[src/rtl/airi5c_float_round.sv]
// Final rounding and packing stage for single-precision results.
// Denormalizes tiny results, applies the rounding mode, flags exceptions.
module airi5c_float_round (
  input  logic        clk,
  input  logic        n_reset,
  input  logic        kill,
  input  logic        load,
  input  logic [23:0] man,
  input  logic [9:0]  Exp,
  input  logic        sgn,
  input  logic        round_bit,
  input  logic        sticky_bit,
  input  logic        IV,
  input  logic        final_res,
  input  logic [2:0]  rm,
  output logic [31:0] float_out,
  output logic        NV,
  output logic        OF,
  output logic        UF,
  output logic        NX,
  output logic        ready
);

  typedef enum logic [1:0] {IDLE, DENORM, ROUND} state_t;

  state_t state, state_n;

  logic [23:0] m_q, m_n;
  logic        r_q, r_n, s_q, s_n;
  logic        sgn_q, sgn_n, iv_q, iv_n, den_q, den_n;
  logic [2:0]  rm_q, rm_n;
  logic [4:0]  cnt_q, cnt_n;
  logic signed [10:0] e_q, e_n;

  logic [31:0] out_n;
  logic        nv_n, of_n, uf_n, nx_n, rdy_n;

  logic signed [10:0] biased, shamt, e_f;
  logic [4:0]  cnt_ld;
  logic        last, r_in, s_in, inc, ovf, to_inf, nx_r;
  logic [23:0] m_in, m_f;
  logic [24:0] sum;
  logic [31:0] res;

  assign biased = $signed({Exp[9], Exp}) + 11'sd127;
  assign shamt  = 11'sd1 - biased;
  assign cnt_ld = (shamt > 11'sd26) ? 5'd26 : shamt[4:0];

  // The last denormalizing shift is folded into the rounding cycle.
  assign last = (state == DENORM);
  assign m_in = last ? {1'b0, m_q[23:1]} : m_q;
  assign r_in = last ? m_q[0] : r_q;
  assign s_in = last ? (s_q | r_q) : s_q;
  assign nx_r = r_in | s_in;

  always_comb begin
    case (rm_q)
      3'b001:  inc = 1'b0;
      3'b010:  inc = sgn_q & nx_r;
      3'b011:  inc = !sgn_q & nx_r;
      3'b100:  inc = r_in;
      default: inc = r_in & (s_in | m_in[0]);
    endcase
    case (rm_q)
      3'b001:  to_inf = 1'b0;
      3'b010:  to_inf = sgn_q;
      3'b011:  to_inf = !sgn_q;
      default: to_inf = 1'b1;
    endcase
  end

  assign sum = {1'b0, m_in} + {24'd0, inc};

  always_comb begin
    m_f = sum[23:0];
    e_f = e_q;
    if (sum[24]) begin
      m_f = 24'h800000;
      e_f = e_q + 11'sd1;
    end else if (e_q == 11'sd0 && sum[23]) begin
      e_f = 11'sd1;
    end
  end

  assign ovf = (e_f >= 11'sd255);
  assign res = ovf ? (to_inf ? {sgn_q, 8'hFF, 23'h0}
                             : {sgn_q, 31'h7F7FFFFF})
                   : {sgn_q, e_f[7:0], m_f[22:0]};

  always_comb begin
    state_n = state;
    m_n     = m_q;
    r_n     = r_q;
    s_n     = s_q;
    sgn_n   = sgn_q;
    iv_n    = iv_q;
    den_n   = den_q;
    rm_n    = rm_q;
    cnt_n   = cnt_q;
    e_n     = e_q;
    out_n   = float_out;
    nv_n    = NV;
    of_n    = OF;
    uf_n    = UF;
    nx_n    = NX;
    rdy_n   = 1'b0;
    if (kill) begin
      state_n = IDLE;
      m_n     = '0;
      r_n     = 1'b0;
      s_n     = 1'b0;
      sgn_n   = 1'b0;
      iv_n    = 1'b0;
      den_n   = 1'b0;
      rm_n    = '0;
      cnt_n   = '0;
      e_n     = '0;
      out_n   = '0;
      nv_n    = 1'b0;
      of_n    = 1'b0;
      uf_n    = 1'b0;
      nx_n    = 1'b0;
    end else if (load) begin
      if (final_res) begin
        state_n = IDLE;
        out_n   = {sgn, Exp[7:0], man[22:0]};
        nv_n    = IV;
        of_n    = 1'b0;
        uf_n    = 1'b0;
        nx_n    = 1'b0;
        rdy_n   = 1'b1;
      end else begin
        m_n   = man;
        r_n   = round_bit;
        s_n   = sticky_bit;
        sgn_n = sgn;
        iv_n  = IV;
        rm_n  = rm;
        if (biased >= 11'sd1) begin
          state_n = ROUND;
          e_n     = biased;
          den_n   = 1'b0;
          cnt_n   = '0;
        end else begin
          state_n = DENORM;
          e_n     = '0;
          den_n   = 1'b1;
          cnt_n   = cnt_ld;
        end
      end
    end else begin
      case (state)
        DENORM: begin
          if (cnt_q == 5'd1) begin
            state_n = IDLE;
            out_n   = res;
            nv_n    = iv_q;
            of_n    = ovf;
            uf_n    = den_q & nx_r;
            nx_n    = nx_r | ovf;
            rdy_n   = 1'b1;
          end else begin
            m_n   = m_in;
            r_n   = r_in;
            s_n   = s_in;
            cnt_n = cnt_q - 5'd1;
          end
        end
        ROUND: begin
          state_n = IDLE;
          out_n   = res;
          nv_n    = iv_q;
          of_n    = ovf;
          uf_n    = den_q & nx_r;
          nx_n    = nx_r | ovf;
          rdy_n   = 1'b1;
        end
        default: state_n = IDLE;
      endcase
    end
  end

  always_ff @(posedge clk) begin
    if (!n_reset) begin
      state     <= IDLE;
      m_q       <= '0;
      r_q       <= 1'b0;
      s_q       <= 1'b0;
      sgn_q     <= 1'b0;
      iv_q      <= 1'b0;
      den_q     <= 1'b0;
      rm_q      <= '0;
      cnt_q     <= '0;
      e_q       <= '0;
      float_out <= '0;
      NV        <= 1'b0;
      OF        <= 1'b0;
      UF        <= 1'b0;
      NX        <= 1'b0;
      ready     <= 1'b0;
    end else begin
      state     <= state_n;
      m_q       <= m_n;
      r_q       <= r_n;
      s_q       <= s_n;
      sgn_q     <= sgn_n;
      iv_q      <= iv_n;
      den_q     <= den_n;
      rm_q      <= rm_n;
      cnt_q     <= cnt_n;
      e_q       <= e_n;
      float_out <= out_n;
      NV        <= nv_n;
      OF        <= of_n;
      UF        <= uf_n;
      NX        <= nx_n;
      ready     <= rdy_n;
    end
  end

endmodule

[config.mk]
export PLATFORM = sky130hd
export DESIGN_NAME = airi5c_float_round
export DESIGN_NICKNAME = d
export VERILOG_FILES = /design/src/rtl/airi5c_float_round.sv
export SDC_FILE = /design/constraint.sdc
export NUM_CORES = 1
export LEC_CHECK = 0
export CAP_MARGIN = 15
export CORE_MARGIN = 2
export CORE_UTILIZATION = 55
export DETAILED_ROUTE_END_ITERATION = 8
export DONT_BUFFER_PORTS = 1
export GPL_ROUTABILITY_DRIVEN = 0
export HOLD_SLACK_MARGIN = 0.15
export PLACE_DENSITY = 0.74
export SETUP_SLACK_MARGIN = 0.15
export SLEW_MARGIN = 10
export SYNTH_ARGS = -nofsm -noshare
export SYNTH_HDL_FRONTEND = slang
export SYNTH_SLANG_ARGS = --single-unit
[constraint.sdc]
create_clock -name clk -period 5.75 [get_ports clk]
set_clock_uncertainty 0.1 [all_clocks]
set_input_delay 0.8625 -clock clk [delete_from_list [all_inputs] [get_ports clk]]
set_output_delay 0.8625 -clock clk [all_outputs]
set_load 0.005 [all_outputs]
==> qor.yml, run 1 <==
status: "completed"
synth_seq_cells: 87
slew_viol_final: 0
clockRootBuffer: "clkbuf_8"
diodes: 0
ir_drop_uv: 154
antenna_found_initial: 0
power.leakage_nw: 1.96
h-tree-depth: 3
die_y_um: 108
die_w_um: 108
grt_pass1_wl_mm: 28.3
synthTopCellsByArea: "dfxtp_1 29%, nand2_1 5.8%, a21oi_1 5.1%, o21ai_0 4.6%, clkbuf_1 3.0%"
clock-sinks: 87
area_growth_pct: 3.77
ys.warnings.count: 0
synth_ff_type: "dfxtp_1"
fillCellCount: 948
overflow: 0
cts_hold_buffers: 0
layout.cells.non_filler: 857
place_hpwl_mm: 12.2
ff_latch_area_sq_um: 1740
final_layout_size_suffix_gt1_share_pct: 8.18
grt_max_degree: 64
syn_area_per_cell_sq_um: 7.84
ys_seq_area_share_pct: 29.3
tns_ps: 0
stdcell_area_sq_um: 6160
yosysTopAreaCellShare_pct: 29.3
dieArea_sq_um: 11600
syn-instance-count: 757
critPathCaptureType: "flip-flop"
synth_enable_flop_cells: 0
cp.required_ps: 5920
grt_usage_pct: 30.6
detail_route.drc_violations: 0
relSlewSlack_pct: 35.0
max_freq_mhz: 197
synthDistinctLibCells: 77
setup_viol: 0
wl_per_cell_um: 20.7
dpl_worst_slack_ps: 864
min_path_type: "reg -> reg"
hold_viol: 0
setup_slack_ps: 664
final_antenna_net_count: 0
holdWs_ps: 368
fin_crit_sh_pct: 88.5
critical_path_class: "reg -> reg"
syn_area_sq_um: 5940
worstPathArrival_ps: 5250
synth-async-reset-ratio_pct: 0
cts_resized: 0
nets: 774
firstDrtPassIters: 7
via_count: 5831
via_per_inst: 6.80
clk_latency_ps: 370
p_per_area_nw_per_um2: 211
cts_buffers: 9
synth_common_cells: "92 x nand2_1, 87 x dfxtp_1, 60 x a21oi_1, 55 x o21ai_0, 47 x clkbuf_1"
placed_area_sq_um: 5940
clkTransAtPathRegs_ps: 90
ios: 83
cts_buffer_depth: 2
drtIter0Drc: 595
core_area_sq_um: 10400
startpoint_type: "flip-flop"
synth_most_common_cell: "nand2_1"
cts_tree: "built"
synth_largest_area_cell: "dfxtp_1"
rows: 37
timing.max_cap.violations: 0
fin_crit_ps: 5090
dpl.cell_count: 841
wl_mm: 17.7
portBuffers: 0
post-cts-setup-buffer-count: 0
rsz0062_at_grt: "false"
cp_max_fo: 13
grt_pass1_vias: 5580
synth_fp_nets: 815
multi_input_area_sq_um: 3840
start_util_pct: 57.0
worst_slew_pin_slew_ps: 962
## final cells by class
| cell class | count | share of cell area (%) |
|---|---|---|
| Multi-Input combinational cell | 583 | 62.4 |
| Clock buffer | 11 | 2.29 |
| Timing Repair Buffer | 14 | 1.71 |
| Sequential cell | 87 | 28.3 |
| Clock inverter | 5 | 1.32 |
| Tap cell | 136 | 2.76 |
| Inverter | 21 | 1.28 |
## metrics by stage
step / utilization [%] / power [mW]
after CTS: 59.1 / 1.30
after detailed placement: 57.0 / 0.820
after floorplan: - / 0.783
after global placement: 57.0 / 0.814
final: 59.1 / 1.30
after global routing: 59.1 / 1.34
## metal layers
metal	routed length (um)	part of all wire [%]	GRT usage (%)
met1	7200	41	38.5
met3	1490	8.4	6.48
met4	412	2.3	10.3
met2	8630	49	51.8
met5	0	0	0
## state kept, by name (all words and copies together) (netlist names)
name and flops:
state 2, e_q 11, den_q 1, sgn_q 1
rm_q 3, float_out 32, NV 1, m_q 24
NX 1, ready 1, cnt_q 5, s_q 1
iv_q 1, r_q 1, OF 1, UF 1
## layout by cell type, fill, tap and decap left out, drive strengths merged, types with 11 or more instances in the layout
cell type / count
a221o: 15
and3: 12
nor3: 15
clkbuf: 11
o211ai: 16
o21ai: 56
xnor2: 18
a221oi: 15
a211oi: 12
inv: 20
nand3: 26
dfxtp: 87
a21oi: 61
nor2: 40
mux2i: 18
ha: 12
buf: 14
nand2b: 23
nand2: 92
a32o: 15
xor2: 13
## report_power, final
group	total [mW]	switching [mW]	internal, mW
Sequential	0.642	0.0229	0.619
Combinational	0.169	0.104	0.0642
Clock	0.488	0.231	0.257
Total	1.30	0.359	0.940
## worst max-delay path: stages, from the launching register on
cell,delay (ps)
dfxtp_1,370
inv_1,70
ha_2,240
mux2_2,270
inv_1,40
a21oi_1,170
nor2_1,60
nor3_1,150
a221oi_1,90
a21oi_1,190
ha_1,290
ha_1,270
and3_1,220
and4_1,370
nand4_2,290
nor4_4,330
o32ai_2,120
o21bai_2,570
buf_4,320
a221oi_1,120
o31ai_1,310
## kinds of logic after synthesis
kind of cell               count (synthesis)  synth area share [%]
AOI/OAI and AO/OA                        250                  30.0
buffers and inverters                     87                  6.13
xor gates and xnor gates                  31                  4.57
adders and majority gates                 12                  2.53
DFF                                       87                  29.3
muxes                                     22                  3.86
and+or+nand+nor                          268                  23.6
## path summary, 6_finish.rpt
| kind | startpoint | end | slack, ps | cells after the start |
|---|---|---|---|---|
| worst min-delay path | iv_q | iv_q | 370 | 2 |
| worst max-delay path | state[1] | float_out[13] | 660 | 20 |
| worst min register to register | iv_q | iv_q | 370 | 2 |
| worst max register to register | state[1] | float_out[13] | 660 | 20 |
No activity file was read; power rests on OpenSTA's default activity.
==> run 2, diff against run 1 <==
--- a/config.mk
+++ b/config.mk
@@ -6,14 +6,15 @@
 export NUM_CORES = 1
 export LEC_CHECK = 0
 export CAP_MARGIN = 15
+export CELL_PAD_IN_SITES_DETAIL_PLACEMENT = 1
+export CELL_PAD_IN_SITES_GLOBAL_PLACEMENT = 1
 export CORE_MARGIN = 2
-export CORE_UTILIZATION = 55
+export CORE_UTILIZATION = 40
 export DETAILED_ROUTE_END_ITERATION = 8
 export DONT_BUFFER_PORTS = 1
 export GPL_ROUTABILITY_DRIVEN = 0
 export HOLD_SLACK_MARGIN = 0.15
-export PLACE_DENSITY = 0.74
-export SETUP_SLACK_MARGIN = 0.15
+export PLACE_DENSITY = 0.73
 export SLEW_MARGIN = 10
 export SYNTH_ARGS = -nofsm -noshare
 export SYNTH_HDL_FRONTEND = slang
==> run 2 against run 1 <==
  * Die area increased by 36%
  * Sequential power about the same
  * Design area increased by 2.3%
  * Setup slack got worse by 200 ps
  * Largest power group unchanged
  * Total power increased by 9.6%
  * Core utilization decreased by 16 points
  * Critical endpoint is now float_out[19]
  * Register-to-register slack got worse by 200 ps
  * Critical path depth decreased by 2
  * Sequential cell count unchanged
  * Via count increased by 0.62%
  * Non-clock buffer count decreased by 1
==> qor.yml, run 2 (synthesized netlist as in run 1, its figures left out) <==
grt_pass1_vias: 6229  # was 5580
r2r_setup_slack_ps: 460  # was 660 ps
drtIter0Drc: 389  # was 595
rows: 44  # was 37
max_freq_mhz: 189  # was 197 MHz
holdPathEnd: "float_out[30]"  # was iv_q
critical_path_class: "reg -> reg"  # unchanged
slew_viol_final: 0  # unchanged
portBuffers: 0  # unchanged
via_count: 5867  # was 5831
grt_max_degree: 64  # unchanged
overflow: 0  # unchanged
cp.required_ps: 5910  # was 5920 ps
clk_latency_ps: 350  # was 370 ps
place_hpwl_mm: 14.2  # was 12.2 mm
timing.max_cap.violations: 0  # unchanged
cts_buffers: 9  # unchanged
p_seq_share_pct: 45.1  # was 49.4%
ios: 83  # unchanged
layout.cells.non_filler: 903  # was 857
clockRootBuffer: "clkbuf_16"  # was clkbuf_8
largest_reg_flops: 32  # unchanged
area_growth_pct: 6.11  # was 3.77%
final_cell_mix: "92 x nand2_1, 87 x dfxtp_1, 60 x a21oi_1, 54 x o21ai_0, 39 x nor2_1"  # unchanged
fin_crit_sh_pct: 92.0  # was 88.5%
firstDrtPassIters: 5  # was 7
p_int_mw: 1.04  # was 0.940 mW
layout_commonest_cell: "nand2_1"  # unchanged
cts_buffer_depth: 2  # unchanged
worstHoldStart: "float_out[30]"  # was iv_q
p_sw_mw: 0.382  # was 0.359 mW
power_mw: 1.42  # was 1.30 mW
die_w_um: 126  # was 108 um
worst_slew_pin_slew_ps: 1210  # was 962 ps
status: "completed"  # unchanged
fin_crit_ps: 5290  # was 5090 ps
via_per_inst: 6.50  # was 6.80
nets: 773  # was 774
stdcell_area_sq_um: 6300  # was 6160 sq um
rr_worst_depth: 18  # was 20
cp-startpoint: "state[0]"  # was state[1]
detail_route.drc_violations: 0  # unchanged
dpl.cell_count: 887  # was 841
cts_resized: 0  # unchanged
power.leakage_nw: 1.99  # was 1.96 nW
clkTransAtPathRegs_ps: 70  # was 90 ps
holdWs_ps: 379  # was 368 ps
hold_viol: 0  # unchanged
cts_tree: "built"  # unchanged
core_area_sq_um: 14500  # was 10400 sq um
cts_hold_buffers: 0  # unchanged
antenna_found_initial: 0  # unchanged
placed_area_sq_um: 5990  # was 5940 sq um
final_layout_size_suffix_gt1_share_pct: 8.07  # was 8.18%
grt_pass1_wl_mm: 33.0  # was 28.3 mm
min_path_type: "reg -> reg"  # unchanged
start_util_pct: 40.8  # was 57.0%
die_y_um: 126  # was 108 um
startpoint_type: "flip-flop"  # unchanged
rsz0062_at_grt: "false"  # unchanged
combPwrFrac_pct: 12.4  # was 13.0%
grt_usage_pct: 25.8  # was 30.6%
final_antenna_net_count: 0  # unchanged
p_per_area_nw_per_um2: 226  # was 211 nW/um^2
dieArea_sq_um: 15800  # was 11600 sq um
clock-sinks: 87  # unchanged
setup_viol: 0  # unchanged
reg_top3: "float_out (32), m_q (24), e_q (11)"  # unchanged
regToRegEndpoint: "float_out[19]"  # was float_out[13]
worstPathArrival_ps: 5450  # was 5250 ps
regMostFlops: "float_out"  # unchanged
diodes: 0  # unchanged
tns_ps: 0  # unchanged
post-cts-setup-buffer-count: 0  # unchanged
critPathCaptureType: "flip-flop"  # unchanged
ir_drop_uv: 131  # was 154 uV
wl_per_cell_um: 22.5  # was 20.7 um
power_frac_clock_pct: 42.5  # was 37.6%
r2r_start: "state[0]"  # was state[1]
h-tree-depth: 3  # unchanged
switching_share_pct: 26.8  # was 27.6%
relSlewSlack_pct: 18.7  # was 35.0%
wl_mm: 20.4  # was 17.7 mm
hold_path_depth: 2  # unchanged
cp_max_fo: 24  # was 13
[run 2: metal layers]
| layer | global-route usage [%] | wire length [um] | vias up |
|---|---|---|---|
| met5 | 0 | 0 | - |
| met4 | 9.57 | 448 | 0 |
| met3 | 4.63 | 1180 | 37 |
| met2 | 44.5 | 9850 | 191 |
| met1 | 32.3 | 8870 | 2903 |
| li1 | - | - | 2736 |
[run 2: worst max-delay path, cell delays in order, from the launching register on]
cell and delay, ps:
dfxtp_1 400, ha_2 530, mux2_2 280, inv_1 40, a21oi_1 180, nor2_1 60, nor3_1 160, a221oi_1 80
a21oi_1 170, ha_1 250, ha_1 240, and3_1 220, and4_1 390, and4_1 420, nor3_2 100, o32a_2 460
a21oi_2 660, a221oi_1 180, o31ai_1 280
[run 2: power by group through the flow]
stage,sequential (mW),combinational [mW],clock [mW]
floorplan,0.644,0.139,0
global placement,0.655,0.163,0
detailed placement,0.656,0.171,0
CTS,0.642,0.173,0.617
global route,0.645,0.193,0.639
finish,0.643,0.177,0.605
[run 2: worst max-delay path by stage]
| stage | to | slack (ps) | cells after the start |
|---|---|---|---|
| after floorplan | float_out[14] | 620 | 25 |
| after global placement | float_out[24] | 960 | 19 |
| after detailed placement | float_out[19] | 580 | 19 |
| after CTS | float_out[19] | 520 | 19 |
| after global routing | float_out[5] | 120 | 19 |
| final | float_out[19] | 460 | 18 |
[run 2: final cells by class]
type / count / area, sq um
Tap cell: 184 / 230
Clock inverter: 3 / 42.5
Sequential cell: 87 / 1740
Timing Repair Buffer: 13 / 105
Multi-Input combinational cell: 583 / 3840
Inverter: 21 / 78.8
Fill cell: 1780 / 8230
Clock buffer: 12 / 256
[run 2: metrics by stage]
step	utilization [%]	setup slack, ps
6_report	43.3	459
5_1_grt	43.3	121
4_1_cts	43.2	517
3_5_place_dp	41.2	583
3_3_place_gp	41.2	955
2_1_floorplan	-	625
